==> src/rtl/muldiv_unit_pkg.sv <==
// Shared RV32M definitions: funct3 encodings and operand signedness helpers
// for the iterative multiply/divide unit.
package muldiv_unit_pkg;

    typedef enum logic [2:0] {
        mul    = 3'd0,
        mulh   = 3'd1,
        mulhsu = 3'd2,
        mulhu  = 3'd3,
        div    = 3'd4,
        divu   = 3'd5,
        rem    = 3'd6,
        remu   = 3'd7
    } muldiv_funct3_t;

    // MUL keeps its low half regardless of signedness, so it is treated as signed.
    function automatic logic a_is_signed(input muldiv_funct3_t op);
        return op inside {mul, mulh, mulhsu, div, rem};
    endfunction

    function automatic logic b_is_signed(input muldiv_funct3_t op);
        return op inside {mul, mulh, div, rem};
    endfunction

endpackage

==> src/rtl/muldiv_unit_udiv_iter.sv <==
// One restoring shift-subtract step of an unsigned divide. Purely combinational;
// the remainder is always below the divisor, so it fits in XLEN bits.
module udiv_iter #(
    parameter int XLEN = 32
) (
    input  logic [XLEN-1:0] rem,
    input  logic [XLEN-1:0] quo,
    input  logic [XLEN-1:0] divisor,
    output logic [XLEN-1:0] next_rem,
    output logic [XLEN-1:0] next_quo
);

    logic [XLEN:0] trial;
    logic [XLEN:0] diff;

    always_comb begin
        trial = {rem, quo[XLEN-1]};
        diff  = trial - {1'b0, divisor};
        if (trial >= {1'b0, divisor}) begin
            next_rem = diff[XLEN-1:0];
            next_quo = {quo[XLEN-2:0], 1'b1};
        end else begin
            next_rem = trial[XLEN-1:0];
            next_quo = {quo[XLEN-2:0], 1'b0};
        end
    end

endmodule

==> src/rtl/muldiv_unit.sv <==
// Radix-2 iterative RV32M multiply/divide unit. Works on operand magnitudes in a
// shared 2*XLEN accumulator and applies sign correction on the way to DONE.
module muldiv_unit
    import muldiv_unit_pkg::*;
#(
    parameter int XLEN = 32
) (
    input  logic            clk,
    input  logic            rst,
    input  logic            start,
    input  logic [2:0]      funct3,
    input  logic [XLEN-1:0] a,
    input  logic [XLEN-1:0] b,
    output logic            busy,
    output logic            done,
    output logic [XLEN-1:0] result
);

    localparam int CNT_W = $clog2(XLEN) + 1;

    // Handshake: start is only looked at in S_IDLE; busy rises on the accepting
    // edge and falls with done; done pulses one cycle with result valid, and
    // result holds until the next accepted start.
    typedef enum logic [1:0] {S_IDLE, S_MUL, S_DIV, S_DONE} state_t;

    state_t            state;
    muldiv_funct3_t    op;
    logic [2*XLEN-1:0] acc;
    logic [XLEN-1:0]   opb;
    logic [XLEN-1:0]   fast_res;
    logic              fast;
    logic              neg_a;
    logic              neg_b;
    logic [CNT_W-1:0]  cnt;

    muldiv_funct3_t    op_in;
    logic              a_neg_in;
    logic              b_neg_in;
    logic [XLEN-1:0]   a_mag;
    logic [XLEN-1:0]   b_mag;
    logic [XLEN-1:0]   min_val;
    logic              fast_in;
    logic [XLEN-1:0]   fast_val;

    always_comb begin
        op_in    = muldiv_funct3_t'(funct3);
        a_neg_in = a_is_signed(op_in) & a[XLEN-1];
        b_neg_in = b_is_signed(op_in) & b[XLEN-1];
        a_mag    = a_neg_in ? -a : a;
        b_mag    = b_neg_in ? -b : b;
        min_val  = {1'b1, {(XLEN-1){1'b0}}};
        // Signed divide/remainder have funct3[0]==0; remainder ops have funct3[1]==1.
        fast_in  = funct3[2] && ((b == '0) || (!funct3[0] && a == min_val && b == '1));
        if (b == '0) begin
            fast_val = funct3[1] ? a : '1;
        end else begin
            fast_val = funct3[1] ? '0 : a;
        end
    end

    logic [XLEN:0]     mul_sum;
    logic [2*XLEN-1:0] mul_next;
    logic [XLEN-1:0]   div_rem;
    logic [XLEN-1:0]   div_quo;

    always_comb begin
        mul_sum  = {1'b0, acc[2*XLEN-1:XLEN]} + (acc[0] ? {1'b0, opb} : {(XLEN+1){1'b0}});
        mul_next = {mul_sum, acc[XLEN-1:1]};
    end

    udiv_iter #(.XLEN(XLEN)) u_udiv_iter (
        .rem      (acc[2*XLEN-1:XLEN]),
        .quo      (acc[XLEN-1:0]),
        .divisor  (opb),
        .next_rem (div_rem),
        .next_quo (div_quo)
    );

    logic [2*XLEN-1:0] prod_c;
    logic [XLEN-1:0]   quo_c;
    logic [XLEN-1:0]   rem_c;
    logic [XLEN-1:0]   final_res;

    always_comb begin
        prod_c = (neg_a ^ neg_b) ? -acc : acc;
        quo_c  = (neg_a ^ neg_b) ? -acc[XLEN-1:0] : acc[XLEN-1:0];
        rem_c  = neg_a ? -acc[2*XLEN-1:XLEN] : acc[2*XLEN-1:XLEN];
        case (op)
            mul:          final_res = prod_c[XLEN-1:0];
            mulh, mulhsu,
            mulhu:        final_res = prod_c[2*XLEN-1:XLEN];
            div, divu:    final_res = quo_c;
            default:      final_res = rem_c;
        endcase
    end

    always_ff @(posedge clk or posedge rst) begin
        if (rst) begin
            state    <= S_IDLE;
            op       <= mul;
            acc      <= '0;
            opb      <= '0;
            fast_res <= '0;
            fast     <= 1'b0;
            neg_a    <= 1'b0;
            neg_b    <= 1'b0;
            cnt      <= '0;
            busy     <= 1'b0;
            done     <= 1'b0;
            result   <= '0;
        end else begin
            case (state)
                S_IDLE: begin
                    done <= 1'b0;
                    if (start) begin
                        op       <= op_in;
                        neg_a    <= a_neg_in;
                        neg_b    <= b_neg_in;
                        opb      <= b_mag;
                        acc      <= {{XLEN{1'b0}}, a_mag};
                        fast     <= fast_in;
                        fast_res <= fast_val;
                        busy     <= 1'b1;
                        // Fast path parks in S_DIV with a zero count so it finishes on the next edge.
                        if (fast_in) begin
                            cnt   <= '0;
                            state <= S_DIV;
                        end else begin
                            cnt   <= CNT_W'(XLEN);
                            state <= funct3[2] ? S_DIV : S_MUL;
                        end
                    end
                end
                S_MUL, S_DIV: begin
                    if (cnt != '0) begin
                        acc <= (state == S_MUL) ? mul_next : {div_rem, div_quo};
                        cnt <= cnt - 1'b1;
                    end else begin
                        result <= fast ? fast_res : final_res;
                        done   <= 1'b1;
                        state  <= S_DONE;
                    end
                end
                default: begin
                    done  <= 1'b0;
                    busy  <= 1'b0;
                    state <= S_IDLE;
                end
            endcase
        end
    end

endmodule

==> config.mk <==
export PLATFORM = sky130hd
export DESIGN_NAME = muldiv_unit
export DESIGN_NICKNAME = d
export VERILOG_FILES = /design/src/rtl/muldiv_unit_pkg.sv /design/src/rtl/muldiv_unit_udiv_iter.sv /design/src/rtl/muldiv_unit.sv
export SDC_FILE = /design/constraint.sdc
export NUM_CORES = 1
export LEC_CHECK = 0
export CORE_UTILIZATION = 55
export CTS_CLUSTER_SIZE = 14
export DETAILED_ROUTE_END_ITERATION = 8
export PLACE_DENSITY = 0.75
export RECOVER_POWER = 50
export SYNTH_ARGS = -nofsm -noshare
export SYNTH_HDL_FRONTEND = slang
export SYNTH_SLANG_ARGS = --single-unit
==> constraint.sdc <==
create_clock -name clk -period 18.85 [get_ports clk]
set_input_delay 3.77 -clock clk [delete_from_list [all_inputs] [get_ports clk]]
set_output_delay 3.77 -clock clk [all_outputs]
set_load 0.005 [all_outputs]
==> metrics.csv <==
metric,value,unit
average size of a mapped cell,7.52,um^2
Pre-Repair DR Iteration Count,6,
grt ovf,0,
internal power,1580,uW
synth cell count leaders,"nand2_1 (342), o21ai_0 (274), dfrtp_1 (176)",
Synth Area in Compound Gates,26.5,%
fill count,2632,
number of global-route vias before repair,14510,
Leak,0.00752,uW
maxcap violations,6,
Antenna Cells,0,
hpwl dp,38500,um
# DRC,0,
clock root buffer,clkbuf_16,
Buf/Inv on CP,3,
Clock Sinks,176,
sequential power share,23.5,%
via count,15976,
# hold bufs at CTS,0,
Layout Nets,2252,
Fin Hold WS,0.474,ns
post-synthesis xor/xnor area fraction,10.7,%
main combinational cell family by area after synthesis,compound AO/OA/AOI/OAI gates,
final WL,52500,um
most area-consuming cells after synthesis,"dfrtp_1 (28%), o21ai_0 (8.7%), nand2_1 (8.1%), ha_1 (5.8%), xor2_1 (5.4%)",
CTS max path bufs,2,
total global routing track utilization,36.1,%
Clock power frac,11.0,%
Sw Share,53.2,%
Worst Path Arrival,8.36,ns
PwrDens,193,nW/um^2
Die Y,172,um
combinational share of power,65.5,%
Setup TNS,0,ns
R2R setup slack,13.60,ns
CP max FO,110,
slowest cell on the critical path,clkinvlp_2,
crit path capture type,asynchronous set/reset pin,
Yosys top cell by area,dfrtp_1,
Setup-failing EPs final,0,
CTS resizes,0,
clk slew on worst S/H paths,0.07,ns
most frequent cell after synthesis,nand2_1,
Max VDD drop,0.132,mV
share of cells above drive strength 1,3.63,%
CP required,19.30,ns
Ys Warns,0,
Synth Cell Area,15800,um^2
GPL Wtd Cong,1.01,
startpoint type of the worst setup path,input pin,
Initial Util,56.4,%
Worst-Skew Late Latency,0.45,ns
largest net degree at the start of global routing,111,
Worst path max stage delay,2.85,ns
Max Slew Vio Count,423,
RSZ-0062 raised after global routing,false,
failing checks,"capacitance limit, slew limit",
Final min period,7.90,ns
Rel. slew slack,-246,%
CTS Buf Count,17,
first-pass GRT wire length,81300,um
Post-synth EDFFs,0,
most common flop cell mapped by yosys,dfrtp_1,
sequential area share after synthesis,27.8,%
Port-buffer cells,103,
status,"finished, violations left",
Max Clk Rate,0.127,GHz
Simple-Gate Fraction of Synth Area,20.4,%
Post-Synthesis Cells,2108,
CTS tree,yes,
share of the synthesized area in the top cell type,27.8,%
Die Wd,172,um
#FFs+latches synth,176,
DRT iter0 DRCs,2147,
routed wire length per instance,21.0,um
family with the most delay on the worst path,buffers and inverters,
multiplexer share of the synthesized area,3.07,%
Layout Area Growth over Synthesis,10.4,%
CTS H-tree lvls,4,
syn_nets,2254,
Place WS,11.50,ns
# Post-CTS Setup Buffers,0,
HP Class,flip-flop to flip-flop,
slew at the pin closest to its max-slew limit,5.16,ns
Final period util,41.9,%
vias per std cell,6.40,
worst-path cell chain,dlygate4sd3_1 > clkinvlp_2 > buf_4,
PnR worst setup slack,10.95,ns
Die Area,29500,um^2
initial antenna violation count,3,
I/O pins,104,
P_sw,1800,uW
ANT nets after route,0,
Yosys cell types,80,
"FFs w/ async S/R, synth",100,%
final-report hold violation count,0,
Post-Synth Adder-Cell Area,6.10,%
clk_skew,0.0182,ns
Rows,61,
Core Region,28100,um^2
worst setup path class,input pin to asynchronous set/reset pin,
power groups by stage:
stage	clock, uW	combinational (uW)	sequential (uW)
floorplan	0	1620	660
global placement	0	2120	780
detailed placement	0	2150	788
CTS	372	2170	780
global route	386	2430	812
finish	371	2220	795
tightest hold or removal path, cell delays in order (launching register included):
cell and delay [ns]:
dfrtp_1 0.34, nand2_1 0.04, o21ai_0 0.06
stage by stage:
step	total power, uW	instance area [um^2]	utilization (%)	cells
2_1_floorplan	2280	15800	-	2108
3_3_place_gp	2900	16900	60.3	2465
3_5_place_dp	2940	16900	60.3	2465
4_1_cts	3320	17500	62.4	2497
5_1_grt	3630	17500	62.3	2497
6_report	3380	17500	62.3	2497
per-layer routing:
layer / vias to the layer above / wire length (um) / track usage [%]
met5: - / 39 / 0
met4: 6 / 1440 / 10.9
met3: 112 / 6190 / 9.69
met2: 819 / 22100 / 51.9
met1: 7526 / 22800 / 52.4
li1: 7513 / - / -
state kept, by name (all words and copies together) (netlist names):
signal / cells
done: 1
busy: 1
opb: 32
state: 2
neg_a: 1
neg_b: 1
cnt: 6
op: 3
result: 32
fast_res: 32
fast: 1
acc: 64
path summary, 6_finish.rpt:
path,from,endpoint,depth (start not counted)
setup reg to reg,state[0]$_DFFE_PP0P_,acc[59]$_DFFE_PP0P_,9
setup / recovery,rst,opb[23]$_DFFE_PP0P_,3
min in group asynchronous,rst,result[16]$_DFFE_PP0P_,2
max in group clk,start,opb[30]$_DFFE_PP0P_,4
hold reg to reg,fast_res[31]$_DFFE_PP0P_,fast_res[31]$_DFFE_PP0P_,2
hold / removal,fast_res[31]$_DFFE_PP0P_,fast_res[31]$_DFFE_PP0P_,2
layout make-up:
| cell class | count | area, um^2 | share of cell area [%] |
|---|---|---|---|
| multi-input cells | 1716 | 10600 | 60.5 |
| flip-flops and latches | 176 | 4400 | 25.2 |
| repair buffers | 124 | 1170 | 6.69 |
| well taps | 378 | 473 | 2.70 |
| clock buffers | 22 | 464 | 2.65 |
| inverters | 71 | 268 | 1.53 |
| clock inverters | 10 | 125 | 0.715 |
logic make-up (layout without fill, tap and decap cells):
logic type / after synthesis / in the layout
compound gates: 692 / 692
xor+xnor: 193 / 193
fa+ha+maj: 76 / 76
buf+inv: 216 / 227
flops: 176 / 176
mux: 48 / 48
simple gates: 707 / 707
placed cells by master, fill, tap and decap left out, types with 19 or more instances in the layout:
cell               n
or3_1             20
a21o_1            34
nand3_1           35
nor2_1           157
dlygate4sd3_1     36
a31oi_1           25
xor2_1            97
o31ai_1           34
o221ai_1          32
xnor2_1           95
clkdlybuf4s50_1   67
nand2_1          342
dfrtp_1          176
ha_1              72
mux2i_1           43
nand4_1           19
o21ai_1           26
nor3_1            36
o21ai_0          275
inv_1             69
a21oi_1          147
Note: power is estimated with default switching activity, not from simulation.
